===== src/rtl/fetch_unit.sv =====
// Instruction fetch stage: owns the PC, fetches one word per request/ack and hands it to decode.
// Optional illegal-opcode trap (HALT state) is compiled in with `define FETCH_ILLEGAL_TRAP_EN.
module fetch_unit #(
    parameter int            AW       = 8,
    parameter int            DW       = 32,
    parameter logic [AW-1:0] RESET_PC = '0
) (
    input  logic          clock,
    input  logic          reset,
    output logic          mem_req,
    output logic [AW-1:0] mem_addr,
    input  logic          mem_ack,
    input  logic [DW-1:0] mem_rdata,
    output logic [DW-1:0] ir,
    output logic [AW-1:0] ir_pc,
    output logic          ir_valid,
    input  logic          ir_ready,
    input  logic          jmp_en,
    input  logic [AW-1:0] jmp_addr,
    output logic          ir_illegal
);

    typedef enum logic [2:0] {
        S_IDLE,
        S_FETCH,
        S_DRAIN,
        S_HOLD,
        S_HALT
    } state_t;

    state_t        state_q, state_d;
    logic [AW-1:0] pc_q, pc_d;
    logic [DW-1:0] ir_q, ir_d;
    logic [AW-1:0] ir_pc_q, ir_pc_d;
    logic          ir_valid_q, ir_valid_d;
    logic          ir_illegal_q, ir_illegal_d;
    logic          mem_req_q, mem_req_d;
    logic [AW-1:0] mem_addr_q, mem_addr_d;
    logic          opc_illegal;

    assign opc_illegal = (mem_rdata[DW-1 -: 4] > 4'd5);

    always_comb begin
        state_d      = state_q;
        pc_d         = pc_q;
        ir_d         = ir_q;
        ir_pc_d      = ir_pc_q;
        ir_valid_d   = ir_valid_q;
        ir_illegal_d = ir_illegal_q;

        case (state_q)
            S_IDLE: begin
                if (jmp_en) pc_d = jmp_addr;
                state_d = S_FETCH;
            end
            S_FETCH: begin
                if (mem_ack) begin
                    if (jmp_en) begin
                        pc_d = jmp_addr;
                    end else begin
                        ir_d    = mem_rdata;
                        ir_pc_d = pc_q;
                        pc_d    = pc_q + AW'(1);
`ifdef FETCH_ILLEGAL_TRAP_EN
                        if (opc_illegal) begin
                            ir_illegal_d = 1'b1;
                            state_d      = S_HALT;
                        end else begin
                            ir_valid_d = 1'b1;
                            state_d    = S_HOLD;
                        end
`else
                        ir_valid_d = 1'b1;
                        state_d    = S_HOLD;
`endif
                    end
                end else if (jmp_en) begin
                    pc_d    = jmp_addr;
                    state_d = S_DRAIN;
                end
            end
            S_DRAIN: begin
                // The old request must still complete; its data is dropped.
                if (jmp_en)  pc_d = jmp_addr;
                if (mem_ack) state_d = S_FETCH;
            end
            S_HOLD: begin
                if (ir_ready || jmp_en) begin
                    ir_valid_d = 1'b0;
                    state_d    = S_FETCH;
                    if (jmp_en) pc_d = jmp_addr;
                end
            end
            S_HALT: begin
                if (jmp_en) begin
                    ir_illegal_d = 1'b0;
                    pc_d         = jmp_addr;
                    state_d      = S_FETCH;
                end
            end
            default: state_d = S_IDLE;
        endcase

        // Outputs are registered from the next state; DRAIN keeps the old address.
        mem_req_d  = (state_d == S_FETCH) || (state_d == S_DRAIN);
        mem_addr_d = (state_d == S_FETCH) ? pc_d : mem_addr_q;
    end

    always_ff @(posedge clock or negedge reset) begin
        if (!reset) begin
            state_q      <= S_IDLE;
            pc_q         <= RESET_PC;
            ir_q         <= '0;
            ir_pc_q      <= '0;
            ir_valid_q   <= 1'b0;
            ir_illegal_q <= 1'b0;
            mem_req_q    <= 1'b0;
            mem_addr_q   <= '0;
        end else begin
            state_q      <= state_d;
            pc_q         <= pc_d;
            ir_q         <= ir_d;
            ir_pc_q      <= ir_pc_d;
            ir_valid_q   <= ir_valid_d;
            ir_illegal_q <= ir_illegal_d;
            mem_req_q    <= mem_req_d;
            mem_addr_q   <= mem_addr_d;
        end
    end

    assign mem_req    = mem_req_q;
    assign mem_addr   = mem_addr_q;
    assign ir         = ir_q;
    assign ir_pc      = ir_pc_q;
    assign ir_valid   = ir_valid_q;
    assign ir_illegal = ir_illegal_q;

endmodule


===== config.mk =====
export PLATFORM = sky130hd
export DESIGN_NAME = fetch_unit
export DESIGN_NICKNAME = d
export VERILOG_FILES = /design/src/rtl/fetch_unit.sv
export SDC_FILE = /design/constraint.sdc
export NUM_CORES = 1
export LEC_CHECK = 0
export ABC_AREA = 1
export BUFFER_PORTS_ARGS = -buffer_cell sky130_fd_sc_hd__buf_2
export CAP_MARGIN = 20
export CORE_MARGIN = 3
export CORE_UTILIZATION = 25
export DETAILED_ROUTE_END_ITERATION = 16
export PLACE_DENSITY = 0.51
export SYNTH_ARGS = -nofsm -noshare
export SYNTH_HDL_FRONTEND = slang
export SYNTH_SLANG_ARGS = --single-unit

===== constraint.sdc =====
create_clock -name clock -period 1.79 [get_ports clock]
set_input_delay 0.179 -clock clock [delete_from_list [all_inputs] [get_ports clock]]
set_output_delay 0.179 -clock clock [all_outputs]
set_load 0.005 [all_outputs]

==> flow_summary.ini <==
[outcome]
outcome = finished clean

[worst_setup_path]
critPathRequiredTime_ps = 2000
reg2reg_from = state_q[1]$_DFF_PN0_
crit_start = state_q[1]$_DFF_PN0_
crit_fanout = 21
crit_type = flip-flop to flip-flop
arrival_ps = 1790
startpoint_type = flip-flop
endpoint_kind = flip-flop

[detailed_routing]
antenna_left = 0
wl_mm = 7.11
drc = 0
num_vias = 2233
wl_per_cell_um = 13.7
drt_iter0_drc = 162
drt-vias-per-instance = 4.29
first_pass_iters = 5

[synth]
synth.area.top_cells = dfrtp_1 52%, mux2_4 17%, nand2_1 11%
synth_ff_type = dfrtp_1
synth.avg_cell_area_um2 = 10.7
ys.warnings.count = 0
syn-cell-area_um2 = 2920
synth_top_area_cell = dfrtp_1
ys_seq_area_share_pct = 52.3
synth_seq_cells = 61
syn_inst = 274
synth_edf_count = 0
synth_top_area_share_pct = 52.3
syn_nets = 320
synth_common_cells = 84 x nand2_1, 61 x dfrtp_1, 33 x mux2_4
synth_cell_types = 28
async_flop_share_pct = 100
synth_most_common_cell = nand2_1

[placed_design]
dp_slack_ps = 222
dp_cells = 503
place_congestion = 0.882
place_hpwl_mm = 5.28
port_buffers = 94

[sta]
fin_ws_ps = 205
fin_setup_tns_ps = 0
hold_violations = 0
post-route-min-period_ps = 1580
rsz0062_at_grt = false
finalCritPeriodShare_pct = 88.5
maxSlewViolCount = 0
fin_skew_ps = 3.85
setup_viol = 0
fmax_mhz = 631

[power]
combPwrFrac_pct = 39.8
p_total_uw = 6900
leakagePower_uw = 0.00205
sw_frac_of_total_pct = 34.1
switchingPower_uw = 2350
pwr-share-clk_pct = 25.2
seq_power_share_pct = 35.1
power_density_nw_per_um2 = 1790
irDropWorstVdd_v = 0.000753
p_int_uw = 4540

[clock_network]
htree_num_levels = 3
clock_path_buffers = 2
insertion_delay_ps = 330
cts_made_buffers = 9
post_cts_buffers = 0
cts-root-buf = clkbuf_16
cts_tree = done
path_clk_slew_ps = 60
cts_hold_buf = 1
cts-resized-gates = 0
clock-sinks = 61

[floorplan]
placeableCoreArea_um2 = 11100
die_y_um = 114
initial_core_util_pct = 26.2
fp.dieW_um = 114
pin_count = 96
placementRows = 38
die_area_um2 = 13000

[finish]
drive_above_1_share_pct = 43.9
syn2layout_area_growth_pct = 32.4
antenna_cells = 0
n_fill_cell = 1158
finalNonFillerCells = 520
multiInputGateArea_um2 = 1250
seq_area_um2 = 1530
nNetsFinal = 421
postLayoutCoreUtil_pct = 34.7

[grt]
grt_pass1_vias = 2263
grt_usage_pct = 11.7
gr-total-overflow = 0
grt_max_degree = 32
grt_pass1_wl_mm = 11.9
antenna_found_initial = 0

[worst_hold_path]
hp-start = mem_rdata[10]
hold_path_class = input port to flip-flop

[job]
maxCapViolations = 0
power groups by stage:
stage / Combinational, uW / Clock (uW) / Sequential (uW)
floorplan: 1720 / 0 / 2450
global placement: 2740 / 0 / 2440
detailed placement: 2780 / 0 / 2430
CTS: 2800 / 1790 / 2420
global route: 3090 / 1860 / 2520
finish: 2740 / 1740 / 2420
layout by cell type (no fill, tap or decap), types with 2 or more instances in the layout:
cell,instances
a21oi_1,2
buf_12,3
buf_2,94
clkbuf_16,9
clkinv_2,2
clkinvlp_4,3
dfrtp_1,61
inv_1,10
inv_2,5
mux2_4,33
nand2_1,84
nand2_2,3
nand3_1,12
nand3_4,2
nor2_1,10
nor2_4,3
nor3_1,2
o21ai_0,24
o21ai_1,2
o21ai_2,2
o22a_1,2
cell families after synthesis:
group | synth area share, %
compound gates | 6.22
fa+ha+maj | 0.429
simple gates | 19.1
mux | 17.0
flops | 52.3
buf+inv | 4.89
other cells | 0.128
worst max-delay path: stages, from the launching register on:
cell     delay [ps]
dfrtp_1         390
inv_1           150
nand3_4         130
inv_4           120
nand2_4         150
buf_12          220
mux2_4          300
flip-flops by register name, indices dropped and copies added, names as in the netlist:
signal    cells
pc_q          8
mem_req       1
ir_pc         8
state_q       3
ir_valid      1
mem_addr      8
ir           32
metrics by stage:
step / area (um^2) / hold WS (ps)
finish: 3860 / 78.3
floorplan: 2920 / -117
CTS: 3860 / 64.3
detailed placement: 3550 / 148
global placement: 3550 / 147
global route: 3860 / 65.9
cell type report:
type | instances | share of cell area, %
Tap cell | 140 | 4.53
Inverter | 16 | 1.62
Multi-Input combinational cell | 188 | 32.4
Clock buffer | 10 | 6.19
Timing Repair Buffer | 99 | 14.2
Clock inverter | 6 | 1.62
Sequential cell | 61 | 39.5
worst paths after layout:
| kind | end | slack (ps) | cells past startpoint |
|---|---|---|---|
| min in group asynchronous | ir[27]$_DFFE_PN0P_ | 330 | 2 |
| setup reg to reg | ir[6]$_DFFE_PN0P_ | 210 | 6 |
| max in group asynchronous | ir[7]$_DFFE_PN0P_ | 890 | 3 |
| hold reg to reg | mem_addr[2]$_DFFE_PN0N_ | 470 | 2 |
| setup / recovery | ir[6]$_DFFE_PN0P_ | 210 | 6 |
| hold / removal | ir[10]$_DFFE_PN0P_ | 80 | 2 |
layer usage:
layer	vias up	part of all wire (%)	track usage [%]
li1	1105	-	-
met1	1042	50	16.7
met5	-	0	0
met2	77	43	16.6
met3	9	6.3	4.33
met4	0	1.0	3.33
No activity file was read; power rests on OpenSTA's default activity.
